===== config.mk =====
export PLATFORM = sky130hd
export DESIGN_NAME = multicycle_controller
export DESIGN_NICKNAME = d
export VERILOG_FILES = /design/src/rtl/mc_pkg.sv /design/src/rtl/mc_alu_decoder.sv /design/src/rtl/multicycle_controller.sv
export SDC_FILE = /design/constraint.sdc
export NUM_CORES = 1
export LEC_CHECK = 0
export BUFFER_PORTS_ARGS = -buffer_cell sky130_fd_sc_hd__buf_4
export CAP_MARGIN = 5
export CORE_ASPECT_RATIO = 0.75
export CORE_MARGIN = 2
export CORE_UTILIZATION = 45
export DETAILED_ROUTE_END_ITERATION = 8
export GPL_TIMING_DRIVEN = 1
export PLACE_DENSITY_LB_ADDON = 0.2
export SLEW_MARGIN = 20
export SYNTH_ARGS = -nofsm -noshare
export SYNTH_HDL_FRONTEND = slang
export SYNTH_HIERARCHICAL = 1
export SYNTH_SLANG_ARGS = --single-unit

===== constraint.sdc =====
create_clock -name clk -period 3.22 [get_ports clk]
set_input_delay 0.483 -clock clk [delete_from_list [all_inputs] [get_ports clk]]
set_output_delay 0.483 -clock clk [all_outputs]
set_load 0.005 [all_outputs]

===== src/rtl/mc_pkg.sv =====
// ---------------------------------------------------------------------------
// mc_pkg
// Shared definitions for the multi-cycle RISC-V sequencing controller. It
// holds the following:
//   - the FSM state enumeration
//   - the opcode constants recognised in DECODE
//   - the output encodings for ALUControl, ResultSrc, ALUSrcA, ALUSrcB and
//     ImmSrc
//   - the ALU-decoder class enumeration
//   - the opcode-to-immediate-format helper
// ---------------------------------------------------------------------------
package mc_pkg;

    typedef enum logic [3:0] {
        S_FETCH    = 4'd0,
        S_DECODE   = 4'd1,
        S_MEMADR   = 4'd2,
        S_MEMREAD  = 4'd3,
        S_MEMWB    = 4'd4,
        S_MEMWRITE = 4'd5,
        S_EXECR    = 4'd6,
        S_EXECI    = 4'd7,
        S_ALUWB    = 4'd8,
        S_JAL      = 4'd9,
        S_JALR     = 4'd10,
        S_JALR2    = 4'd11,
        S_BRANCH   = 4'd12,
        S_LUI      = 4'd13
    } state_t;

    // Selects which decode table the ALU decoder applies.
    typedef enum logic [2:0] {
        CLS_ADD    = 3'd0,
        CLS_RTYPE  = 3'd1,
        CLS_ITYPE  = 3'd2,
        CLS_BRANCH = 3'd3,
        CLS_JALR   = 3'd4
    } alu_cls_t;

    localparam logic [6:0] OP_LOAD   = 7'd3;
    localparam logic [6:0] OP_STORE  = 7'd35;
    localparam logic [6:0] OP_RTYPE  = 7'd51;
    localparam logic [6:0] OP_ITYPE  = 7'd19;
    localparam logic [6:0] OP_BRANCH = 7'd99;
    localparam logic [6:0] OP_JALR   = 7'd103;
    localparam logic [6:0] OP_JAL    = 7'd111;
    localparam logic [6:0] OP_LUI    = 7'd55;

    localparam logic [2:0] ALU_ADD  = 3'b000;
    localparam logic [2:0] ALU_SUB  = 3'b001;
    localparam logic [2:0] ALU_AND  = 3'b010;
    localparam logic [2:0] ALU_OR   = 3'b011;
    localparam logic [2:0] ALU_XOR  = 3'b100;
    localparam logic [2:0] ALU_SLT  = 3'b101;
    localparam logic [2:0] ALU_SLTU = 3'b110;

    localparam logic [1:0] RES_ALUOUT    = 2'b00;
    localparam logic [1:0] RES_DATA      = 2'b01;
    localparam logic [1:0] RES_ALURESULT = 2'b10;
    localparam logic [1:0] RES_IMMEXT    = 2'b11;

    localparam logic [1:0] SRCA_PC    = 2'b00;
    localparam logic [1:0] SRCA_OLDPC = 2'b01;
    localparam logic [1:0] SRCA_RD1   = 2'b10;

    localparam logic [1:0] SRCB_RD2  = 2'b00;
    localparam logic [1:0] SRCB_IMM  = 2'b01;
    localparam logic [1:0] SRCB_FOUR = 2'b10;

    localparam logic [2:0] IMM_I = 3'b000;
    localparam logic [2:0] IMM_S = 3'b001;
    localparam logic [2:0] IMM_B = 3'b010;
    localparam logic [2:0] IMM_J = 3'b011;
    localparam logic [2:0] IMM_U = 3'b100;

    // Immediate format purely from the opcode. Unknown opcodes fall back to
    // the I format, which is harmless because they never reach a write.
    function automatic logic [2:0] imm_src(input logic [6:0] opc);
        case (opc)
            OP_STORE:  return IMM_S;
            OP_BRANCH: return IMM_B;
            OP_JAL:    return IMM_J;
            OP_LUI:    return IMM_U;
            default:   return IMM_I;
        endcase
    endfunction

endpackage


===== src/rtl/mc_alu_decoder.sv =====
// ---------------------------------------------------------------------------
// mc_alu_decoder
// Combinational map from (decode class, funct3, funct7) to the ALU
// operation. It also produces an illegal flag for funct combinations that
// the core does not implement.
// Ports:
//   i_cls       decode table to apply (see alu_cls_t)
//   i_f3        funct3 field
//   i_f7        funct7 field
//   o_alu_ctl   ALU operation encoding
//   o_illegal   1 when (i_cls, i_f3, i_f7) is not a supported encoding
// ---------------------------------------------------------------------------
module mc_alu_decoder
    import mc_pkg::*;
(
    input  alu_cls_t   i_cls,
    input  logic [2:0] i_f3,
    input  logic [6:0] i_f7,
    output logic [2:0] o_alu_ctl,
    output logic       o_illegal
);

    always_comb begin
        o_alu_ctl = ALU_ADD;
        o_illegal = 1'b0;
        case (i_cls)
            CLS_RTYPE: begin
                case ({i_f3, i_f7})
                    {3'd0, 7'd0}:  o_alu_ctl = ALU_ADD;
                    {3'd0, 7'd32}: o_alu_ctl = ALU_SUB;
                    {3'd7, 7'd0}:  o_alu_ctl = ALU_AND;
                    {3'd6, 7'd0}:  o_alu_ctl = ALU_OR;
                    {3'd2, 7'd0}:  o_alu_ctl = ALU_SLT;
                    {3'd3, 7'd0}:  o_alu_ctl = ALU_SLTU;
                    default:       o_illegal = 1'b1;
                endcase
            end
            CLS_ITYPE: begin
                // Immediate ops ignore funct7.
                case (i_f3)
                    3'd0:    o_alu_ctl = ALU_ADD;
                    3'd4:    o_alu_ctl = ALU_XOR;
                    3'd6:    o_alu_ctl = ALU_OR;
                    3'd2:    o_alu_ctl = ALU_SLT;
                    3'd3:    o_alu_ctl = ALU_SLTU;
                    default: o_illegal = 1'b1;
                endcase
            end
            CLS_BRANCH: begin
                // Branches compare by subtraction; only beq/bne/blt/bge exist.
                o_alu_ctl = ALU_SUB;
                case (i_f3)
                    3'd0, 3'd1, 3'd4, 3'd5: o_illegal = 1'b0;
                    default:                o_illegal = 1'b1;
                endcase
            end
            CLS_JALR: begin
                o_illegal = (i_f3 != 3'd0);
            end
            default: begin
                o_alu_ctl = ALU_ADD;
            end
        endcase
    end

endmodule


===== src/rtl/multicycle_controller.sv =====
// ---------------------------------------------------------------------------
// multicycle_controller
// Sequencing FSM for the multi-cycle RISC-V core. It steps the shared ALU
// and the unified memory through fetch, decode, execute, memory and
// writeback for each instruction.
// Ports:
//   clk, rst_n           clock, asynchronous active-low reset
//   opc, f3, f7          instruction fields from the instruction register
//   zero, lt             ALU flags used to resolve branches
//   mem_ready            memory completes the current access this cycle
//   PCWrite, IRWrite     PC load enable, instruction/OldPC load enable
//   AdrSrc, MemWrite     memory address select, memory write request
//   RegWrite             register file write enable
//   ResultSrc            result mux select
//   ALUSrcA, ALUSrcB     ALU operand selects
//   ALUControl           ALU operation
//   ImmSrc               immediate format (decoded from opc in every state)
//   illegal              one-cycle pulse in DECODE for unsupported encodings
// ---------------------------------------------------------------------------
module multicycle_controller
    import mc_pkg::*;
(
    input  logic       clk,
    input  logic       rst_n,
    input  logic [6:0] opc,
    input  logic [2:0] f3,
    input  logic [6:0] f7,
    input  logic       zero,
    input  logic       lt,
    input  logic       mem_ready,
    output logic       PCWrite,
    output logic       AdrSrc,
    output logic       MemWrite,
    output logic       IRWrite,
    output logic       RegWrite,
    output logic [1:0] ResultSrc,
    output logic [1:0] ALUSrcA,
    output logic [1:0] ALUSrcB,
    output logic [2:0] ALUControl,
    output logic [2:0] ImmSrc,
    output logic       illegal
);

    state_t     r_state;
    state_t     w_next;
    alu_cls_t   w_cls;
    logic [2:0] w_dec_alu;
    logic       w_dec_illegal;
    logic       w_opc_known;
    logic       w_illegal;
    logic       w_taken;

    // In DECODE the decoder is driven from the opcode so that funct
    // legality is known before committing to an execute state. In the
    // execute states it is driven from the state itself.
    always_comb begin
        w_cls       = CLS_ADD;
        w_opc_known = 1'b1;
        case (opc)
            OP_LOAD, OP_STORE, OP_JAL, OP_LUI: w_opc_known = 1'b1;
            OP_RTYPE, OP_ITYPE, OP_BRANCH, OP_JALR: w_opc_known = 1'b1;
            default: w_opc_known = 1'b0;
        endcase
        case (r_state)
            S_EXECR:  w_cls = CLS_RTYPE;
            S_EXECI:  w_cls = CLS_ITYPE;
            S_BRANCH: w_cls = CLS_BRANCH;
            S_DECODE: begin
                case (opc)
                    OP_RTYPE:  w_cls = CLS_RTYPE;
                    OP_ITYPE:  w_cls = CLS_ITYPE;
                    OP_BRANCH: w_cls = CLS_BRANCH;
                    OP_JALR:   w_cls = CLS_JALR;
                    default:   w_cls = CLS_ADD;
                endcase
            end
            default: w_cls = CLS_ADD;
        endcase
    end

    mc_alu_decoder u_alu_dec (
        .i_cls     (w_cls),
        .i_f3      (f3),
        .i_f7      (f7),
        .o_alu_ctl (w_dec_alu),
        .o_illegal (w_dec_illegal)
    );

    assign w_illegal = (r_state == S_DECODE) && (!w_opc_known || w_dec_illegal);

    // Branch resolution (Mealy term in BRANCH).
    always_comb begin
        case (f3)
            3'd0:    w_taken = zero;
            3'd1:    w_taken = !zero;
            3'd4:    w_taken = lt;
            3'd5:    w_taken = !lt;
            default: w_taken = 1'b0;
        endcase
    end

    always_comb begin
        w_next = r_state;
        case (r_state)
            S_FETCH:  if (mem_ready) w_next = S_DECODE;
            S_DECODE: begin
                if (w_illegal) begin
                    w_next = S_FETCH;
                end else begin
                    case (opc)
                        OP_LOAD, OP_STORE: w_next = S_MEMADR;
                        OP_RTYPE:          w_next = S_EXECR;
                        OP_ITYPE:          w_next = S_EXECI;
                        OP_JAL:            w_next = S_JAL;
                        OP_JALR:           w_next = S_JALR;
                        OP_BRANCH:         w_next = S_BRANCH;
                        OP_LUI:            w_next = S_LUI;
                        default:           w_next = S_FETCH;
                    endcase
                end
            end
            S_MEMADR:   w_next = (opc == OP_LOAD) ? S_MEMREAD : S_MEMWRITE;
            S_MEMREAD:  if (mem_ready) w_next = S_MEMWB;
            S_MEMWB:    w_next = S_FETCH;
            S_MEMWRITE: if (mem_ready) w_next = S_FETCH;
            S_EXECR:    w_next = S_ALUWB;
            S_EXECI:    w_next = S_ALUWB;
            S_ALUWB:    w_next = S_FETCH;
            S_JAL:      w_next = S_ALUWB;
            S_JALR:     w_next = S_JALR2;
            S_JALR2:    w_next = S_ALUWB;
            S_BRANCH:   w_next = S_FETCH;
            S_LUI:      w_next = S_FETCH;
            default:    w_next = S_FETCH;
        endcase
    end

    always_ff @(posedge clk or negedge rst_n) begin
        if (!rst_n) r_state <= S_FETCH;
        else        r_state <= w_next;
    end

    // Outputs. The write enables are gated by rst_n so that nothing is
    // written while reset is held, even though FETCH enables follow
    // mem_ready.
    always_comb begin
        PCWrite    = 1'b0;
        AdrSrc     = 1'b0;
        MemWrite   = 1'b0;
        IRWrite    = 1'b0;
        RegWrite   = 1'b0;
        ResultSrc  = RES_ALUOUT;
        ALUSrcA    = SRCA_PC;
        ALUSrcB    = SRCB_RD2;
        ALUControl = ALU_ADD;
        ImmSrc     = imm_src(opc);
        illegal    = w_illegal & rst_n;
        case (r_state)
            S_FETCH: begin
                ALUSrcB   = SRCB_FOUR;
                ResultSrc = RES_ALURESULT;
                IRWrite   = mem_ready & rst_n;
                PCWrite   = mem_ready & rst_n;
            end
            S_DECODE: begin
                ALUSrcA = SRCA_OLDPC;
                ALUSrcB = SRCB_IMM;
            end
            S_MEMADR, S_JALR: begin
                ALUSrcA = SRCA_RD1;
                ALUSrcB = SRCB_IMM;
            end
            S_MEMREAD: begin
                AdrSrc = 1'b1;
            end
            S_MEMWB: begin
                ResultSrc = RES_DATA;
                RegWrite  = rst_n;
            end
            S_MEMWRITE: begin
                AdrSrc   = 1'b1;
                MemWrite = rst_n;
            end
            S_EXECR: begin
                ALUSrcA    = SRCA_RD1;
                ALUControl = w_dec_alu;
            end
            S_EXECI: begin
                ALUSrcA    = SRCA_RD1;
                ALUSrcB    = SRCB_IMM;
                ALUControl = w_dec_alu;
            end
            S_ALUWB: begin
                RegWrite = rst_n;
            end
            S_JAL, S_JALR2: begin
                ALUSrcA = SRCA_OLDPC;
                ALUSrcB = SRCB_FOUR;
                PCWrite = rst_n;
            end
            S_BRANCH: begin
                ALUSrcA    = SRCA_RD1;
                ALUControl = w_dec_alu;
                PCWrite    = w_taken & rst_n;
            end
            S_LUI: begin
                ResultSrc = RES_IMMEXT;
                RegWrite  = rst_n;
            end
            default: begin
                ResultSrc = RES_ALUOUT;
            end
        endcase
    end

endmodule


==> results of run 1 <==
[timing repair]
action / 4_1_cts / 5_1_grt
setup buffers: 1 / 4
gates resized for setup: 3 / 8
pin swaps: 3 / 3
gates cloned: 0 / 0
setup endpoints to repair: 2 / 4
[synth_stat cells, types with 2 or more instances]
library cell and instances:
a31oi_1 2, a21oi_1 9, clkbuf_1 9, a211oi_1 3, o21ai_0 6, nand2b_1 8, a21o_1 2, nor3b_1 4
buf_1 3, nand3b_1 3, nor3_1 5, and3_1 4, nand4_1 2, xnor2_1 3, a211o_1 2, nor2b_1 4
mux2i_1 5, nor2_1 14, o41ai_1 2, nand2_1 11, xor2_1 3, o31ai_1 3, a32o_1 2, nand3_1 7
or3_1 4, inv_1 6, nand4b_1 2, dfrtp_1 4
[worst max-delay path, cell delays in order]
cell and delay (ns):
buf_4 0.15, or3b_2 0.48, a21oi_1 0.20, a21oi_1 0.11, mux2i_1 0.27, buf_4 0.20, nand4b_1 0.11, o21ai_1 0.14
nand2_1 0.09, nand4b_1 0.17, a211oi_2 0.09, nor3b_2 0.20, buf_4 0.13
[power by group through the flow]
stage / clock network (mW) / logic (mW) / registers (mW)
2_1_floorplan: 0 / 0.0561 / 0.0538
3_3_place_gp: 0 / 0.106 / 0.0531
3_5_place_dp: 0 / 0.109 / 0.0532
4_1_cts: 0.0653 / 0.110 / 0.0526
5_1_grt: 0.0656 / 0.128 / 0.0528
6_report: 0.0642 / 0.117 / 0.0525
[worst paths after layout]
check	from	to	slack (ns)	depth (start not counted)
max in group asynchronous	rst_n	r_state[3]	3.05	1
max	opc[5]	illegal	-0.1	13
max reg2reg	r_state[2]	r_state[3]	0.36	11
min in group clk	mem_ready	r_state[2]	0.61	3
min	rst_n	r_state[0]	0.05	1
min reg2reg	r_state[1]	r_state[3]	0.78	3
[stage by stage]
step | worst slack, ns | setup TNS, ns
2_1_floorplan | 0.1733 | 0
3_3_place_gp | 0.1837 | 0
3_5_place_dp | 0.02293 | 0
4_1_cts | 0.003638 | 0
5_1_grt | -0.1715 | -0.3679
6_report | -0.09550 | -0.09550
[cell families (layout without fill, tap and decap cells)]
family / count (synthesis) / after routing / share of synthesized area [%]
AND/OR/NAND/NOR: 77 / 77 / 45.26
AO/OA/AOI/OAI: 40 / 40 / 27.81
buffers and inverters: 18 / 60 / 6.733
XOR/XNOR: 6 / 6 / 5.238
multiplexers: 5 / 5 / 4.988
flip-flops: 4 / 4 / 9.975
[layer usage]
metal	vias to the layer above	GRT usage (%)	share of wire [%]
met3	10	2.865	7.9
met4	0	6.512	2.1
met1	605	33.80	43
met5	-	0	0
met2	98	42.70	47
li1	645	-	-
[cell type report]
type                    instances  area (um2)
well taps                      24       30.03
repair buffers                 51       382.9
inverters                       6       22.52
multi-input cells             128       880.8
flip-flops and latches          4       100.1
clock buffers                   3       22.52
fillers                       181       610.6
==> results_dict.tcl, run 1 <==
set metrics [dict create \
    insertedDiodeCount 0 \
    wl_um 3362 \
    drc 0 \
    clkSlewWorstSetupHoldPaths_ns 0.04 \
    clock.fmax_mhz 301.6 \
    final_common_cell "buf_4" \
    pwr-share-seq_pct 22.5 \
    grt_pass1_wl_um 5216 \
    dr.pass1.iters 4 \
    syn-cell-area_um2 1003 \
    largest_register_ffs 4 \
    rows 14 \
    antenna_found_initial 0 \
    synth_top_area_cell "dfrtp_1" \
    placedInstanceArea_um2 1334 \
    syn2layout_area_growth_pct 43.39 \
    power.switching_fraction_pct 35.64 \
    finalCritPeriodShare_pct 103.0 \
    power.internal_uw 150.3 \
    crit_fanout 11 \
    grt_max_degree 22 \
    dp_cells 208 \
    seq_area_frac_synth_pct 9.975 \
    die_height_um 44.90 \
    largestRegisters "r_state x4" \
    numCtsBuffers 3 \
    synthTopCellsByArea "dfrtp_1 10%, nor2_1 5.2%, mux2i_1 5.0%" \
    die_x_um 58.53 \
    grt_pass1_vias 1223 \
    clk_latency_ns 0.24 \
    synth_cells 150 \
    cts_sinks 4 \
    drive_gt1_share_pct 35.94 \
    fin_nets 216 \
    stdcell_count 216 \
    cts_buffer_depth 2 \
    largest_register "r_state" \
    core_um2 2049 \
    tightest_slew_ns 0.3845 \
    detail_route.wl_per_cell_um 15.56 \
    pwr-share-comb_pct 50.0 \
    hold_violations 0 \
    cts_tree "yes" \
    fin_skew_ns 0.001732 \
    dp_hpwl_um 2369 \
    synth_nets 172 \
    cp.arrival_ns 2.83 \
    num_vias 1358 \
    cts_hold_buffers 0 \
    cts.htree.levels 1 \
    hold_slack_ns 0.05013 \
    initial_utilization_pct 48.96 \
    synth_seq_cells 4 \
    gp_congestion 0.8453 \
    status "complete, but fails checks" \
    drt-initial-drc-count 83 \
    min_path_type "in -> async" \
    fin_area_um2 1439 \
    grt.total_usage_pct 25.00 \
    ys_warn_count 6 \
    end_kind "primary output" \
    p_clk_share_pct 27.5 \
    root_buffer "clkbuf_4" \
    rsz0062_at_grt "true" \
    postLayoutSetupSlackWorst_ns -0.09550 \
    avgViaCountPerCell 6.287 \
    gr-total-overflow 0 \
    die-area_um2 2627 \
    violations "negative setup slack" \
    synth_top_area_share_pct 9.975 \
    power_uw 233.5 \
    setup_viol 1 \
    min_period_ns 3.316 \
    timing.critical_path.required_ns 2.74 \
    slew_violations 0 \
    ir_worst_vdd_v 0.0001491 \
    crit_type "in -> out" \
    port_buffers 39 \
    maxCapViolCount 0 \
    final_antenna_net_count 0 \
    slew_headroom_pct 73.70 \
    synth_ff_type "dfrtp_1" \
    synth_edf_count 0 \
    ios 40 \
    p_sw_uw 83.21 \
    layout_common_cells "51 x buf_4, 13 x nor2_1, 11 x nand2_1, 8 x a21oi_1" \
    synth_cell_types 46 \
    avgSynthCellArea_um2 6.690 \
    fin_util_pct 70.21 \
    p_leak_nw 0.6291 \
    p_per_area_nw_per_um2 162.3 \
    cp-start-kind "input pin" \
    synthArstFlopShare_pct 100.0 \
]
Note: power is estimated with default switching activity, not from simulation.
==> run 2, diff against run 1 <==
--- a/config.mk
+++ b/config.mk
@@ -12,7 +12,7 @@
 export CORE_UTILIZATION = 45
 export DETAILED_ROUTE_END_ITERATION = 8
 export GPL_TIMING_DRIVEN = 1
-export PLACE_DENSITY_LB_ADDON = 0.2
+export PLACE_DENSITY = 0.8
 export SLEW_MARGIN = 20
 export SYNTH_ARGS = -nofsm -noshare
 export SYNTH_HDL_FRONTEND = slang
==> constraint.sdc (replaced) <==
create_clock -name clk -period 3.22 [get_ports clk]
set_input_delay 0.161 -clock clk [delete_from_list [all_inputs] [get_ports clk]]
set_output_delay 0.161 -clock clk [all_outputs]
set_load 0.005 [all_outputs]
==> run 2 against run 1 <==
The run now ends clean. Die area stayed put. Clock-buffer cell count unchanged. Hold slack better by 0.20 ns. Core utilization fell by 2.6 points. Sequential share of layout area is 0.26 points higher. Cell count fell by 2.8%. Total power grew 3.6%. Maximum frequency increased by 6.1%. Worst setup slack improved by 0.19 ns. Sequential cell count unchanged. Wire length up 7.6%. Critical endpoint unchanged. Largest power group unchanged. Highest routed layer unchanged.
==> results_dict.tcl, run 2 (synthesis gave the netlist of run 1 again) <==
set metrics [dict create \
    numCtsBuffers 3 \
    drc 0 \
    cts_tree "yes" \
    wl_met2_um 1721 \
    core_um2 2049 \
    fin_area_um2 1386 \
    insertedDiodeCount 0 \
    grt_pass1_wl_um 5658 \
    dpl_worst_slack_ns 0.2630 \
    port_buffers 39 \
    fin_skew_ns 0.003814 \
    num_vias 1378 \
    wl_met3_um 344 \
    top_layer "met4" \
    fin_tns_setup_ns 0 \
    worstReg2RegEnd "r_state[3]" \
    stdcell_count 210 \
    avgViaCountPerCell 6.562 \
    rows 14 \
    reg2reg_slack_ns 0.22 \
    hold_slack_ns 0.2527 \
    final_antenna_net_count 0 \
    die_x_um 58.53 \
    die_height_um 44.90 \
    detail_route.wl_per_cell_um 17.23 \
    largestRegisters "r_state x4" \
    crit_fanout 9 \
    ir_worst_vdd_v 0.0001793 \
    largest_register "r_state" \
    final_common_cell "buf_4" \
    crit_type "reg -> out" \
    hold_violations 0 \
    cts.htree.levels 1 \
    gr-total-overflow 0 \
    cp.arrival_ns 2.96 \
    cp-start-kind "register" \
    finalCritPeriodShare_pct 97.03 \
    clk_latency_ns 0.25 \
    p_leak_nw 0.5944 \
    grt_pass1_vias 1223 \
    status "complete, no violations" \
    cts_sinks 4 \
    min_period_ns 3.124 \
    p_per_area_nw_per_um2 174.5 \
    layout_common_cells "44 x buf_4, 13 x nor2_1, 11 x nand2_1, 8 x nand2b_1, 8 x a21oi_1" \
    timing.critical_path.required_ns 3.06 \
    tightest_slew_ns 0.3691 \
    slew_violations 0 \
    crit_start "r_state[0]" \
    fin_nets 210 \
    multiInputGateArea_um2 870.8 \
    syn2layout_area_growth_pct 38.15 \
    die-area_um2 2627 \
    seq_area_um2 100.1 \
    nFillCells 188 \
    wl_um 3618 \
    cts_buffer_depth 2 \
    dr.pass1.iters 5 \
    ios 40 \
    grt_max_degree 21 \
    grt.total_usage_pct 28.04 \
    slew_headroom_pct 74.76 \
    drive_gt1_share_pct 31.72 \
    largest_register_ffs 4 \
    maxCapViolCount 0 \
    r2r_cells 8 \
    gp_congestion 1.031 \
    setup_viol 0 \
    initial_utilization_pct 48.96 \
    wl_met1_um 1484 \
    r2r_start "r_state[0]" \
    rsz0062_at_grt "false" \
    antenna_found_initial 0 \
    clkSlewWorstSetupHoldPaths_ns 0.05 \
    end_kind "primary output" \
    clock.fmax_mhz 320.1 \
    min_path_type "in -> async" \
    dp_hpwl_um 2592 \
    placedInstanceArea_um2 1311 \
    dp_cells 205 \
    postLayoutSetupSlackWorst_ns 0.09557 \
    root_buffer "clkbuf_4" \
    drt-initial-drc-count 123 \
]
## run 2: final cells by class
cell class / instances / share of cell area (%)
Multi-Input combinational cell: 128 / 62.82
Sequential cell: 4 / 7.220
Timing Repair Buffer: 45 / 24.55
Clock buffer: 3 / 1.625
Inverter: 6 / 1.625
Tap cell: 24 / 2.166
## run 2: what timing repair did
item,4_1_cts,5_1_grt
hold endpoints to repair,4,0
resized for setup,1,6
buffers inserted,0,1
hold buffers,1,0
pin swaps,0,1
endpoints found under the setup margin,1,5
## run 2: power by group
group,internal (mW),switching (mW)
logic,0.0536,0.0600
registers,0.0518,0.00261
clock network,0.0424,0.0314
total,0.148,0.0940
## run 2: metrics by stage
stage	total power [mW]	utilization, %
6_report	0.2419	67.64
5_1_grt	0.2541	67.64
4_1_cts	0.2341	65.81
3_5_place_dp	0.1621	63.98
3_3_place_gp	0.1580	63.98
2_1_floorplan	0.1099	-
## run 2: worst max-delay path: stages, from the launching register on
cell,delay [ns]
dfrtp_1,0.47
or4b_4,0.54
or3_1,0.37
nor2_2,0.23
nand2b_1,0.20
a211oi_1,0.08
nand4b_1,0.28
a211oi_2,0.29
nor3b_1,0.10
buf_4,0.14
## run 2: worst max path at each step
stage | end | slack [ns] | cells past startpoint
global placement | r_state[3] | 0.40 | 8
detailed placement | illegal | 0.26 | 9
global route | illegal | 0.001 | 9
CTS | ALUControl[2] | 0.03 | 11
finish | illegal | 0.1 | 9
floorplan | r_state[3] | 0.60 | 8
## run 2: per-layer routing
layer  vias up  GRT usage [%]
met5         -              0
met4         0          6.047
met3        15          4.871
met2        85          46.07
met1       640          38.81
li1        638              -
